## src/rtl/display_pkg.sv

```systemverilog
// Shared display definitions: character codes and the 7-segment decoder.
// The game FSM uses these names to build frames, and the scanner uses them
// to decode frames.
//   char_t      : 5-bit character code
//   CH_*        : named codes (0..9, A..F, letters, dash, underscore, blank)
//   seg_decode  : char_t -> {a,b,c,d,e,f,g}, active-high, a = bit 6
package display_pkg;

  typedef logic [4:0] char_t;

  localparam char_t CH_0      = 5'd0;
  localparam char_t CH_1      = 5'd1;
  localparam char_t CH_2      = 5'd2;
  localparam char_t CH_3      = 5'd3;
  localparam char_t CH_4      = 5'd4;
  localparam char_t CH_5      = 5'd5;
  localparam char_t CH_6      = 5'd6;
  localparam char_t CH_7      = 5'd7;
  localparam char_t CH_8      = 5'd8;
  localparam char_t CH_9      = 5'd9;
  localparam char_t CH_A      = 5'd10;
  localparam char_t CH_B      = 5'd11;
  localparam char_t CH_C      = 5'd12;
  localparam char_t CH_D      = 5'd13;
  localparam char_t CH_E      = 5'd14;
  localparam char_t CH_F      = 5'd15;
  localparam char_t CH_G      = 5'd16;
  localparam char_t CH_H      = 5'd17;
  localparam char_t CH_J      = 5'd18;
  localparam char_t CH_L      = 5'd19;
  localparam char_t CH_N      = 5'd20;
  localparam char_t CH_O      = 5'd21;
  localparam char_t CH_P      = 5'd22;
  localparam char_t CH_R      = 5'd23;
  localparam char_t CH_S      = 5'd24;
  localparam char_t CH_T      = 5'd25;
  localparam char_t CH_U      = 5'd26;
  localparam char_t CH_V      = 5'd27;
  localparam char_t CH_Y      = 5'd28;
  localparam char_t CH_DASH   = 5'd29;
  localparam char_t CH_USCORE = 5'd30;
  localparam char_t CH_BLANK  = 5'd31;

  // Segment order {a,b,c,d,e,f,g}; 1 = segment lit.
  function automatic logic [6:0] seg_decode(input char_t c);
    logic [6:0] seg;
    case (c)
      CH_0:      seg = 7'h7E;
      CH_1:      seg = 7'h30;
      CH_2:      seg = 7'h6D;
      CH_3:      seg = 7'h79;
      CH_4:      seg = 7'h33;
      CH_5:      seg = 7'h5B;
      CH_6:      seg = 7'h5F;
      CH_7:      seg = 7'h70;
      CH_8:      seg = 7'h7F;
      CH_9:      seg = 7'h7B;
      CH_A:      seg = 7'h77;
      CH_B:      seg = 7'h1F;
      CH_C:      seg = 7'h4E;
      CH_D:      seg = 7'h3D;
      CH_E:      seg = 7'h4F;
      CH_F:      seg = 7'h47;
      CH_G:      seg = 7'h5E;
      CH_H:      seg = 7'h37;
      CH_J:      seg = 7'h3C;
      CH_L:      seg = 7'h0E;
      CH_N:      seg = 7'h15;
      CH_O:      seg = 7'h7E;
      CH_P:      seg = 7'h67;
      CH_R:      seg = 7'h05;
      CH_S:      seg = 7'h5B;
      CH_T:      seg = 7'h0F;
      CH_U:      seg = 7'h3E;
      CH_V:      seg = 7'h1C;
      CH_Y:      seg = 7'h3B;
      CH_DASH:   seg = 7'h01;
      CH_USCORE: seg = 7'h08;
      default:   seg = 7'h00;  // CH_BLANK and anything undefined
    endcase
    return seg;
  endfunction

endpackage

```

## src/rtl/bar_thermometer.sv

```systemverilog
// Registered thermometer driver for one LED bar graph.
//   clock   : system clock
//   reset   : synchronous active-high reset (LEDs off)
//   value_i : unsigned score
//   led_o   : LED[i] lit when value_i > i, i.e. min(value_i, LED_W) LEDs on
module bar_thermometer #(
  parameter int LED_W = 8
) (
  input  logic             clock,
  input  logic             reset,
  input  logic [7:0]       value_i,
  output logic [LED_W-1:0] led_o
);

  logic [LED_W-1:0] led_q, led_d;

  // NOTE: every variable driven in always_comb gets a value on every path,
  // otherwise synthesis infers a latch to hold the old value.
  always_comb begin
    led_d = '0;
    for (int i = 0; i < LED_W; i++) begin
      led_d[i] = (int'(value_i) > i);
    end
  end

  // NOTE: clocked state uses non-blocking assignments so every register
  // samples the pre-edge values, independent of statement order.
  always_ff @(posedge clock) begin
    if (reset) led_q <= '0;
    else       led_q <= led_d;
  end

  assign led_o = led_q;

endmodule

```

## src/rtl/seg_scan_display.sv

```systemverilog
// Multiplexed 7-segment scanner with a double-buffered frame, plus LED bars.
//   clock, reset : system clock, synchronous active-high reset
//   char_in      : 5-bit code per digit, digit 0 in [4:0] drives AN[0]
//   dp_in/en_in/blink_in : per-digit decimal point, enable, blink flags
//   load         : strobe capturing the frame inputs into the shadow buffer
//   bar_val      : 8-bit score per bar graph
//   AN, DDP      : registered anode selects and segments {a..g,dp}
//   LED          : registered bar graphs, bar b at LED[b*LED_W +: LED_W]
//   frame_done   : high during the last cycle of the last digit slot
module seg_scan_display
  import display_pkg::*;
#(
  parameter int N_DIGITS     = 8,
  parameter int REFRESH_DIV  = 100000,
  parameter int BLANK_CYC    = 50,
  parameter int BLINK_FRAMES = 64,
  parameter int N_BARS       = 2,
  parameter int LED_W        = 8,
  parameter int ACTIVE_LOW   = 1
) (
  input  logic                      clock,
  input  logic                      reset,
  input  logic [5*N_DIGITS-1:0]     char_in,
  input  logic [N_DIGITS-1:0]       dp_in,
  input  logic [N_DIGITS-1:0]       en_in,
  input  logic [N_DIGITS-1:0]       blink_in,
  input  logic                      load,
  input  logic [8*N_BARS-1:0]       bar_val,
  output logic [N_DIGITS-1:0]       AN,
  output logic [7:0]                DDP,
  output logic [LED_W*N_BARS-1:0]   LED,
  output logic                      frame_done
);

  localparam int SLOT_W = (REFRESH_DIV > 1) ? $clog2(REFRESH_DIV) : 1;
  localparam int IDX_W  = $clog2(N_DIGITS);
  localparam int BLK_W  = (BLINK_FRAMES > 1) ? $clog2(BLINK_FRAMES) : 1;

  localparam logic [SLOT_W-1:0] SLOT_LAST  = SLOT_W'(REFRESH_DIV - 1);
  localparam logic [SLOT_W-1:0] SLOT_BLANK = SLOT_W'(BLANK_CYC);
  localparam logic [IDX_W-1:0]  IDX_LAST   = IDX_W'(N_DIGITS - 1);
  localparam logic [BLK_W-1:0]  BLK_LAST   = BLK_W'(BLINK_FRAMES - 1);

  // Idle (inactive) levels of the display pins for the chosen polarity.
  localparam logic [N_DIGITS-1:0] AN_IDLE  = (ACTIVE_LOW != 0) ? {N_DIGITS{1'b1}} : '0;
  localparam logic [7:0]          DDP_IDLE = (ACTIVE_LOW != 0) ? 8'hFF : 8'h00;

  typedef struct packed {
    char_t [N_DIGITS-1:0] chars;
    logic  [N_DIGITS-1:0] dp;
    logic  [N_DIGITS-1:0] en;
    logic  [N_DIGITS-1:0] blink;
  } frame_t;

  logic [SLOT_W-1:0]   slot_q, slot_d;
  logic [IDX_W-1:0]    idx_q, idx_d;
  frame_t              shadow_q, shadow_d;
  frame_t              front_q, front_d;
  logic                pending_q, pending_d;
  logic [BLK_W-1:0]    blk_cnt_q, blk_cnt_d;
  logic                blink_hide_q, blink_hide_d;
  logic [N_DIGITS-1:0] an_q, an_d;
  logic [7:0]          ddp_q, ddp_d;

  logic                last_slot;
  logic                frame_end;
  logic                digit_lit;
  logic [N_DIGITS-1:0] an_raw;
  logic [7:0]          ddp_raw;

  always_comb begin
    last_slot = (slot_q == SLOT_LAST);
    frame_end = last_slot && (idx_q == IDX_LAST);

    // Scan position.
    slot_d = last_slot ? '0 : slot_q + 1'b1;
    idx_d  = idx_q;
    if (last_slot) idx_d = (idx_q == IDX_LAST) ? '0 : idx_q + 1'b1;

    // Double buffer: the front frame only changes at a frame boundary, so a
    // frame is never shown half old, half new. A load on the swap cycle
    // still swaps the previous shadow and stays pending for the next frame.
    shadow_d  = shadow_q;
    front_d   = front_q;
    pending_d = pending_q;
    if (frame_end && pending_q) begin
      front_d   = shadow_q;
      pending_d = 1'b0;
    end
    if (load) begin
      shadow_d.chars = char_in;
      shadow_d.dp    = dp_in;
      shadow_d.en    = en_in;
      shadow_d.blink = blink_in;
      pending_d      = 1'b1;
    end

    // Blink phase advances once per completed frame.
    blk_cnt_d    = blk_cnt_q;
    blink_hide_d = blink_hide_q;
    if (frame_end) begin
      if (blk_cnt_q == BLK_LAST) begin
        blk_cnt_d    = '0;
        blink_hide_d = ~blink_hide_q;
      end else begin
        blk_cnt_d = blk_cnt_q + 1'b1;
      end
    end

    // Output drive for the current slot; the first BLANK_CYC cycles of each
    // slot are dark so the previous digit does not ghost onto this anode.
    digit_lit = front_q.en[idx_q] && !(front_q.blink[idx_q] && blink_hide_q);
    an_raw    = '0;
    ddp_raw   = '0;
    if (slot_q >= SLOT_BLANK) begin
      ddp_raw = {seg_decode(front_q.chars[idx_q]), front_q.dp[idx_q]};
      if (digit_lit) an_raw[idx_q] = 1'b1;
    end
    an_d  = (ACTIVE_LOW != 0) ? ~an_raw  : an_raw;
    ddp_d = (ACTIVE_LOW != 0) ? ~ddp_raw : ddp_raw;
  end

  // NOTE: the frame buffers are plain registers, not RAM, so they take a
  // reset like any other state; clearing them blanks the display and drops
  // any pending load.
  always_ff @(posedge clock) begin
    if (reset) begin
      slot_q       <= '0;
      idx_q        <= '0;
      shadow_q     <= '0;
      front_q      <= '0;
      pending_q    <= 1'b0;
      blk_cnt_q    <= '0;
      blink_hide_q <= 1'b0;
      an_q         <= AN_IDLE;
      ddp_q        <= DDP_IDLE;
    end else begin
      slot_q       <= slot_d;
      idx_q        <= idx_d;
      shadow_q     <= shadow_d;
      front_q      <= front_d;
      pending_q    <= pending_d;
      blk_cnt_q    <= blk_cnt_d;
      blink_hide_q <= blink_hide_d;
      an_q         <= an_d;
      ddp_q        <= ddp_d;
    end
  end

  assign AN         = an_q;
  assign DDP        = ddp_q;
  assign frame_done = frame_end;

  for (genvar b = 0; b < N_BARS; b++) begin : g_bar
    bar_thermometer #(
      .LED_W (LED_W)
    ) u_bar (
      .clock   (clock),
      .reset   (reset),
      .value_i (bar_val[b*8 +: 8]),
      .led_o   (LED[b*LED_W +: LED_W])
    );
  end

endmodule

```

## config.mk

```make
export PLATFORM = sky130hd
export DESIGN_NAME = seg_scan_display
export DESIGN_NICKNAME = d
export VERILOG_FILES = /design/src/rtl/display_pkg.sv /design/src/rtl/bar_thermometer.sv /design/src/rtl/seg_scan_display.sv
export SDC_FILE = /design/constraint.sdc
export NUM_CORES = 1
export LEC_CHECK = 0
export ABC_AREA = 1
export BUFFER_PORTS_ARGS = -buffer_cell sky130_fd_sc_hd__buf_2
export CAP_MARGIN = 20
export CORE_MARGIN = 3
export CORE_UTILIZATION = 50
export DETAILED_ROUTE_END_ITERATION = 8
export GPL_TIMING_DRIVEN = 0
export MAX_ROUTING_LAYER = met4
export PLACE_DENSITY = 0.71
export SLEW_MARGIN = 20
export SYNTH_ARGS = -nofsm -noshare
export SYNTH_HDL_FRONTEND = slang
export SYNTH_SLANG_ARGS = --single-unit
```

## constraint.sdc

```tcl
create_clock -name clock -period 2.35 [get_ports clock]
set_clock_uncertainty 0.05 [all_clocks]
set_input_delay 0.235 -clock clock [delete_from_list [all_inputs] [get_ports clock]]
set_output_delay 0.235 -clock clock [all_outputs]
set_load 0.02 [all_outputs]
```

==> results, run 1 <==
- The post-synthesis instance area is 7880 µm².
- The master cell of the clock root buffer is sky130_fd_sc_hd__clkbuf_16.
- The static power due to leakage is about 0.0045 µW.
- After detailed routing, the average wire length per cell comes to 13.6 µm.
- The data required time at the worst endpoint is around 2.1 ns.
- Based on the critical path, the design can be clocked at up to 0.453 GHz.
- The layout-stage area growth over the synthesis result is 24.9%.
- The maximum vdd drop is between 0.0005 and 0.0006 V.
- 0 antenna diodes ended up in the layout.
- The total half-perimeter wirelength after legalization and detailed placement is approximately 14,000 µm.
- The number of global-route vias before repair is 7,211.
- The congestion estimate from routability-driven global placement came to 0.942.
- The post-synthesis area per instance is 7.21 µm².
- The maximum number of pins on one net before global-route repair is 17.
- The startpoint kind of the worst setup timing path is a register.
- The dominant register cell in the synthesized netlist is sky130_fd_sc_hd__dfxtp_1.
- Once the clock tree was built, the setup fixing pass inserted 0 buffers.
- The multi-input combinational cells in the finished layout cover a total of 3520 µm².
- The clock net in this run drives a total of around 190 sinks.
- After the first detailed-routing iteration, the DRC count stood at 607.
- In the global route stage, overall resource usage came out at between 20% and 30%.
- The longest clock path from root to sink contains 2 buffers.
- The first-pass GRT wire length is approximately 34,000 µm.
- After filler insertion, the fill cell instance count of the layout stands at roughly 1,400.
- The total length of routed wires is 20,300 µm.
- The worst hold margin is 0.0212 ns.
- The DRC violation count after routing is 0.
- The number of top-level pins is roughly 120.
- The post-synthesis sequential area ratio is 47.8%.
- The element type at the critical path end is a primary output.
- The netlist uses 40 different library cells.
- The placeable core area is 15,300 µm².
- At the later pin of the worst-skew pair, clock insertion delay measures 0.43 ns.
- Summing the areas of all fa, ha and maj instances in the mapped netlist gives roughly 1.9% of the synthesized area.
- Of all nets on the critical path, the largest fanout is 5.
- The main combinational cell family by area after synthesis is simple AND/OR/NAND/NOR gates.
- The synthesized flop and latch total is 188.
- The worst setup path is of the reg2out kind.
- The actual slew at the worst max-slew pin is 0.593 ns.
- The layout cell share with drive strength beyond 1 is 15.6%.
- For this design the ratio of total power to cell area is 698 nW/µm².
- The tool flagged a number of max-cap violations equal to 0.
- The cell count after synthesis came out at 1,092.
- Clock-pin slew was measured on the worst setup and hold paths at 0.07 ns.
- The clock buffer count from CTS is 17.
- The final core area utilization is 64.2%.
- In this run the tightest slew margin relative to its limit is 60.5%.
- The flow ran to the end, and the final reports show no timing, DRC or antenna violations.
- After Yosys synthesis, and, or, nand and nor cells account for 26.0% of the synthesized area.
- The final hold violation count was 0.
- The total count of max-transition violations in the final report was 0.
- The total power is a little under 7000 µW.
- In the post-synthesis netlist, the cell with the most instances is sky130_fd_sc_hd__nor2_1.
- The detail route stage leaves a number of antenna-violating nets equal to 0.
- STA puts the critical path data arrival time at between 1.5 and 2 ns.
- The worst path in the final design needs a cycle of 2.21 ns, including I/O delays and setup.
- Summing all flip-flop and latch instances after layout gives 3770 µm².
- The count of nets after finishing is 1,362.
- The per-cell via count in the routed design is 5.04.
- The mux share of post-synthesis cell area is 0%.
- Of the available clock period, the critical path in the final layout requires 94.0%.
- TritonCTS built the clock tree.
- For this run, the number of Yosys warnings is 0.
- The initialized floorplan defines 45 standard-cell rows.
- CTS built an H-tree with a depth of 4.
- The first-pass iteration count of the detailed router is 5.
- The initial utilization of the core area, before any placement, comes to 51.4%.
- The final-report setup violation count is 0.
- By area the synthesized netlist is led by sky130_fd_sc_hd__dfxtp_1 48%, sky130_fd_sc_hd__nor2_1 11%, sky130_fd_sc_hd__o21ai_0 9.2%, sky130_fd_sc_hd__nand2_1 8.1%, sky130_fd_sc_hd__a21oi_1 4.6%.
- The largest total area in the synthesized netlist belongs to sky130_fd_sc_hd__dfxtp_1.
- After synthesis, the largest area contributor takes up 47.8% of total cell area.
- The number of antenna violations at the first check in global routing is 0.
- The die is 132 µm wide.
- The net count of the mapped netlist is 1,187.
- After Yosys synthesis, XOR and XNOR cells account for less than 1% of the synthesized area.
- The die outline area is around 17,000 µm².
- The share of flip-flops with an asynchronous set or reset after synthesis is 0%.
- In this run, synthesis inferred 0 flip-flops with an integrated enable.
- The tightest min-delay check is of the in2reg type.
- The total congestion overflow after global routing is 0.
- The routed via count is between 7,000 and 8,000.
- The complex-gate fraction of the synthesized area is roughly 16%.
- The commonest cells after synthesis are 237 x sky130_fd_sc_hd__nor2_1, 188 x sky130_fd_sc_hd__dfxtp_1, 171 x sky130_fd_sc_hd__nand2_1.
- The count of input and output buffers is 115.
- The die span in y is 132 µm.
## per-stage QoR
stage | cell area, µm² | instances | setup TNS [ns] | setup WS [ns]
after CTS | 9770 | 1489 | 0 | 0.00882
after global routing | 9840 | 1489 | -0.00120 | -0.00120
after global placement | 8720 | 1418 | -0.226 | -0.0994
after floorplan | 7880 | 1092 | 0 | 0.372
after detailed placement | 8720 | 1418 | -0.278 | -0.128
final | 9840 | 1489 | 0 | 0.141
## report_power, final
| part | total (µW) | switching, µW | internal [µW] |
|---|---|---|---|
| clock network | 3140 | 1250 | 1890 |
| registers | 3330 | 41.1 | 3290 |
| logic | 405 | 228 | 177 |
| total | 6870 | 1520 | 5350 |
## cells by family after synthesis
| family | Yosys count |
|---|---|
| AOI/OAI and AO/OA | 238 |
| and+or+nand+nor | 495 |
| adders and majority gates | 12 |
| buffers and inverters | 154 |
| DFF | 188 |
| xor gates and xnor gates | 5 |
## cells in the final DEF (no fill, tap or decap), types with 3 or more instances in the layout
master and count:
sky130_fd_sc_hd__nor2_1 234, sky130_fd_sc_hd__dfxtp_1 186, sky130_fd_sc_hd__nand2_1 170, sky130_fd_sc_hd__o21ai_0 145
sky130_fd_sc_hd__buf_2 129, sky130_fd_sc_hd__inv_1 92, sky130_fd_sc_hd__a21oi_1 72, sky130_fd_sc_hd__nand3_1 46
sky130_fd_sc_hd__dlygate4sd3_1 41, sky130_fd_sc_hd__clkbuf_1 28, sky130_fd_sc_hd__clkbuf_16 17, sky130_fd_sc_hd__nand4_1 13
sky130_fd_sc_hd__ha_1 11, sky130_fd_sc_hd__nor3_1 8, sky130_fd_sc_hd__buf_4 7, sky130_fd_sc_hd__o22ai_1 7
sky130_fd_sc_hd__buf_6 5, sky130_fd_sc_hd__or2_2 5, sky130_fd_sc_hd__bufinv_16 5, sky130_fd_sc_hd__inv_2 4
sky130_fd_sc_hd__nor2_4 4, sky130_fd_sc_hd__o21ai_1 4, sky130_fd_sc_hd__inv_6 4, sky130_fd_sc_hd__nand2_2 3
sky130_fd_sc_hd__clkinv_1 3, sky130_fd_sc_hd__xor2_1 3, sky130_fd_sc_hd__clkinvlp_4 3
## routing by layer
layer | vias up | wire [µm] | global-route usage [%]
met5 | - | 0 | -
met4 | 0 | 358 | 7.06
met1 | 3363 | 9400 | 30.7
li1 | 3874 | - | -
met2 | 241 | 9450 | 39.6
met3 | 30 | 1090 | 4.59
## area by class of cell
cell class / count / share of cell area, %
Sequential cell: 188 / 38.3
Multi-Input combinational cell: 750 / 35.8
Timing Repair Buffer: 156 / 10.0
Clock buffer: 17 / 4.33
Inverter: 99 / 3.78
Buffer: 55 / 2.96
Tap cell: 211 / 2.68
Clock inverter: 13 / 2.16
## state kept, by name (all words and copies together), names as in the netlist
name,count
DDP,8
front_q,64
idx_q,3
pending_q,1
blink_hide_q,1
g_bar.u_bar.led_o,16
blk_cnt_q,6
slot_q,17
AN,8
shadow_q,64
## path summary, 6_finish.rpt
kind / from / to / slack, ns / cells past startpoint
hold reg to reg: slot_q[0]$_SDFF_PP0_ / slot_q[0]$_SDFF_PP0_ / 0.40 / 1
hold / removal: bar_val[9] / g_bar[1].u_bar.led_o[1]$_SDFF_PP0_ / 0.02 / 3
setup / recovery: slot_q[1]$_SDFF_PP0_ / frame_done / 0.14 / 7
setup reg to reg: idx_q[0]$_SDFFE_PP0N_ / DDP[4]$_SDFF_PP1_ / 0.18 / 15
## critical path, cell delays in order, from the launching register on
cell	delay (ns)
sky130_fd_sc_hd__dfxtp_1	0.40
sky130_fd_sc_hd__ha_1	0.22
sky130_fd_sc_hd__nand3_2	0.15
sky130_fd_sc_hd__nand3b_4	0.19
sky130_fd_sc_hd__nor2_2	0.09
sky130_fd_sc_hd__nand2_2	0.13
sky130_fd_sc_hd__inv_1	0.14
sky130_fd_sc_hd__buf_2	0.18
## what timing repair did
action | in CTS | in global routing
hold buffers | 41 | 0
hold endpoints to repair | 41 | 0
setup endpoints to repair | 5 | 8
gates cloned | 0 | 0
resized for setup | 3 | 16
(Power assumes the default switching activity.)
==> inputs of run 2 (changes only) <==
- CTS_BUF_LIST: not set -> sky130_fd_sc_hd__clkbuf_2
- SYNTH_HIERARCHICAL: not set -> 1
==> results, run 2 <==
- The flow ran to the end, and the final reports show no timing, DRC or antenna violations.
- A synthesized cell averages between 7 and 8 µm².
- During synthesis, Yosys emitted a total of 6 warnings.
- Relative to the synthesized area, the layout overhead comes to 29.9%.
- Setup slack on the worst reg-to-reg path comes out at 0.12 ns.
- The global routing met3 resource utilization is 4.96%.
- After clock tree synthesis, the clock-pin slew on the worst setup and hold paths is 0.24 ns.
- The count of filler cells inserted in the layout is 1,342.
- After detailed routing, the number of remaining DRC violations is 0.
- The total number of H-tree levels is 4.
- Based on the critical path, the design can be clocked at up to 0.429 GHz.
- The top cell types in the final layout, fill and taps aside, are 190 x sky130_fd_sc_hd__nor2_1, 181 x sky130_fd_sc_hd__dfxtp_1, 148 x sky130_fd_sc_hd__nand2_1, 120 x sky130_fd_sc_hd__buf_2, 115 x sky130_fd_sc_hd__inv_1.
- The post-route fraction of the period consumed by the critical path is 99.1%.
- In this run the static leakage power is 0.00440 µW.
- 116 I/O pins were placed.
- Across the run, the number of max-cap violations was 0.
- The worst-case headroom to the max-slew limit is approximately half.
- The number of violations reported at the end of detailed-routing iteration 0 is 630.
- The synthesized flop and latch total is ~190.
- The cell count after synthesis came out at around 1,100.
- The worst path in the final design needs a cycle of 2.33 ns, including I/O delays and setup.
- Among all flip-flop cells after synthesis, the most frequent one is sky130_fd_sc_hd__dfxtp_1.
- After synthesis, the largest family of logic cells by area is simple AND/OR/NAND/NOR gates.
- For the pin with the worst max-slew slack, the measured transition is 0.730 ns.
- Of the total synthesized cell area, the portion taken by AND, OR, NAND and NOR gates is 24.0%.
- The worst setup path is launched from a register.
- The number of library cell types mapped by synthesis is 35.
- In this run the most used layer during global routing was met2.
- The library cell used most frequently in the layout, excluding fill and tap cells, is sky130_fd_sc_hd__nor2_1.
- Setup repair after global routing could not meet its margin everywhere.
- Summed over all layers, the global routing overflow is 0.
- VDD sags by at most approximately 0.00056 V.
- The number of clock sinks is 188.
- The final hold violation count came to 0.
- The complex-gate fraction of the synthesized area is between 10% and 20%.
- The post-synthesis sequential area ratio is 47.5%.
- In this run the core area contains 45 standard-cell rows.
- Counting flops with a built-in enable in the synthesized netlist gives 0.
- The count of input and output buffers is 114.
- The layout cell share with drive strength beyond 1 is 16.5%.
- Once the floorplan was initialized, standard cells occupied 51.5% of the core.
- From bottom edge to top edge, the die measures 132 µm.
- The synthesized design spends more area on one cell type than any other, namely sky130_fd_sc_hd__dfxtp_1.
- In the synthesized netlist, mux cells make up 0% of the area.
- The first TritonRoute pass finished after 6 iterations.
- For this design the ratio of total power to cell area is 536 nW/µm².
- The share of total power dissipated in the clock network is 29.7%.
- Internal power comes to around 4100 µW.
- The first global-routing pass estimated approximately 36,000 µm of wire.
- Global routing consumed, over all layers together, 25.7% of the routing resources.
- Of the total power, the share spent switching nets is between 20% and 30%.
- The count of nets after finishing is 1,426.
- For this block, the routed nets add up to 21,700 µm of wire.
- The final-report setup violation count is 0.
- For this design the total switching power over the nets is between 1000 and 1500 µW.
- The net count of the mapped netlist is 1,175.
- Routability-driven placement finished with a final weighted congestion of around 0.90.
- The worst slack at placement is -0.0899 ns.
- The share of total power dissipated in combinational logic is 9.7%.
- The largest registers in the layout are front_q: 64 flops, shadow_q: 64 flops, slot_q: 17 flops.
- The min-delay analysis places its worst path in the category in2reg.
- The remaining antenna violation count after routing is 0.
- The share of total power dissipated in sequential elements is 60.6%.
- Of all flip-flops after synthesis, the portion carrying an async set or reset was 0%.
- The number of global-route vias before repair was around 7,500.
- The die is approximately 130 µm wide.
- The element type at the critical path end is a primary output.
- The die outline area is 17,400 µm².
- The synthesized design devotes to its leading area cell type a little under half of total area.
- By area the synthesized netlist is led by sky130_fd_sc_hd__dfxtp_1 48%, sky130_fd_sc_hd__nor2_1 9.1%, sky130_fd_sc_hd__nand2_1 7.3%, sky130_fd_sc_hd__inv_1 5.6%, sky130_fd_sc_hd__o21ai_0 5.6%.
- The leading cell type by number of instances after synthesis is sky130_fd_sc_hd__nor2_1.
- The clock tree from TritonCTS is yes.
- The data required time at the worst endpoint is 2.07 ns.
- In the final timing run, aggregate negative setup slack is 0 ns.
- The type of the worst setup path is reg2out.
- Once detailed placement completed, the half-perimeter wirelength came to 14,200 µm.
- The placeable core area is 15,400 µm².
- For met2 alone, demand over resource in global routing was 43.1%.
- Summing the areas of all fa, ha and maj instances in the mapped netlist gives 1.90% of the synthesized area.
- By count the netlist is led by 193 x sky130_fd_sc_hd__nor2_1, 188 x sky130_fd_sc_hd__dfxtp_1, 153 x sky130_fd_sc_hd__nand2_1.
- Clock tree synthesis selected as its root buffer the cell sky130_fd_sc_hd__clkbuf_2.
- The data arrival at the endpoint of the critical path is 2.04 ns.
- Global routing used ~32% of the available met1 tracks.
- The number of antenna violations at the first check in global routing was 1.
- The routed via count is 7,887.
- Dividing the detail-routed via count by the number of cells gives between 5 and 6.
- The maximum number of pins on one net before global-route repair is 17.
- The total count of max-transition violations in the final report is 0.
- The clock buffer count from CTS is 17.
- The detailed-route wire length per cell is 14.0 µm.
- The deepest clock path buffer count is 2.
- The final worst slack is 0.0212 ns.
- Of all nets on the critical path, the largest fanout is 5.
- The mapped netlist covers approximately 8000 µm².
- Clock latency on the worst-skew pair, taken at its later pin, is approximately 0.76 ns.
- The parity-gate share of the synthesized area counting xor and xnor cells is 0.332%.
-- run 2: cell count changes in the layout (fill, tap and decap cells not counted), moves of 9 or more --
cell | previous run | this run
sky130_fd_sc_hd__a21oi_1 | 72 | 88
sky130_fd_sc_hd__buf_2 | 129 | 120
sky130_fd_sc_hd__buf_6 | 5 | 17
sky130_fd_sc_hd__clkbuf_16 | 17 | 0
sky130_fd_sc_hd__clkbuf_2 | 0 | 18
sky130_fd_sc_hd__dlygate4sd3_1 | 41 | 108
sky130_fd_sc_hd__inv_1 | 92 | 115
sky130_fd_sc_hd__nand2_1 | 170 | 148
sky130_fd_sc_hd__nand3_1 | 46 | 62
sky130_fd_sc_hd__nor2_1 | 234 | 190
sky130_fd_sc_hd__o21ai_0 | 145 | 89
sky130_fd_sc_hd__o21ai_1 | 4 | 59
-- run 2: logic make-up after synthesis --
| logic type | count (synthesis) |
|---|---|
| AO/OA/AOI/OAI | 251 |
| adder cells (fa/ha/maj) | 12 |
| XOR/XNOR | 3 |
| AND/OR/NAND/NOR | 451 |
| buffers and inverters | 175 |
| flip-flops | 188 |
-- run 2: layout make-up --
class	count	area (µm²)	area share, %
Sequential cell	188	3780	36.7
Multi-Input combinational cell	717	3450	33.5
Timing Repair Buffer	232	1750	17.0
Inverter	122	467	4.54
Buffer	53	343	3.33
Tap cell	211	264	2.57
Clock inverter	13	149	1.45
Clock buffer	18	90.1	0.875
Antenna cell	1	2.50	0.0243
-- run 2: power by group through the flow --
| stage | Clock (µW) | Sequential (µW) | Combinational [µW] |
|---|---|---|---|
| 2_1_floorplan | 0 | 3410 | 194 |
| 3_3_place_gp | 0 | 3400 | 366 |
| 3_5_place_dp | 0 | 3400 | 372 |
| 4_1_cts | 1660 | 3340 | 514 |
| 5_1_grt | 1810 | 3360 | 593 |
| 6_report | 1640 | 3340 | 533 |
-- run 2: per-stage QoR --
step / hold WS [ns] / instances / power [µW] / utilization [%] / instance area [µm²]
after floorplan: 0.254 / 1080 / 3610 / - / 7920
after global placement: 0.381 / 1405 / 3760 / 57.0 / 8750
after detailed placement: 0.386 / 1405 / 3770 / 57.0 / 8750
after CTS: 0.0247 / 1544 / 5520 / 65.8 / 10100
after global routing: 0.0372 / 1555 / 5760 / 66.9 / 10300
final: 0.0402 / 1555 / 5510 / 66.9 / 10300
-- run 2: final timing paths --
path                                          startpoint                   endpoint  cells past startpoint
worst max-delay path                slot_q[0]$_SDFF_PP0_                 frame_done                      6
worst min register to register  front_q[47]$_SDFFE_PP0P_   front_q[47]$_SDFFE_PP0P_                      2
worst min-delay path                                load  shadow_q[23]$_SDFFE_PP0P_                      3
worst max register to register     idx_q[0]$_SDFFE_PP0N_          DDP[7]$_SDFF_PP1_                     15
-- run 2: routing by layer --
layer  vias up  wire length, µm
met5         -                0
met4         0              472
met3        51             1090
met2       221            10500
met1      3623             9700
li1       3992                -
-- run 2: critical path: stages (launching register included) --
cell                      delay (ns)
sky130_fd_sc_hd__dfxtp_4        0.42
sky130_fd_sc_hd__ha_4           0.15
sky130_fd_sc_hd__nand2_4        0.06
sky130_fd_sc_hd__nor2_4         0.17
sky130_fd_sc_hd__nand2_2        0.09
sky130_fd_sc_hd__nor3_4         0.26
sky130_fd_sc_hd__buf_6          0.16
-- run 2: what timing repair did --
action                     in CTS  in global routing
pin swaps                       0                  6
gates resized for setup        11                 29
hold buffers                  108                  2
hold endpoints to repair       84                  3
setup endpoints to repair       6                 15
buffers inserted                0                 10
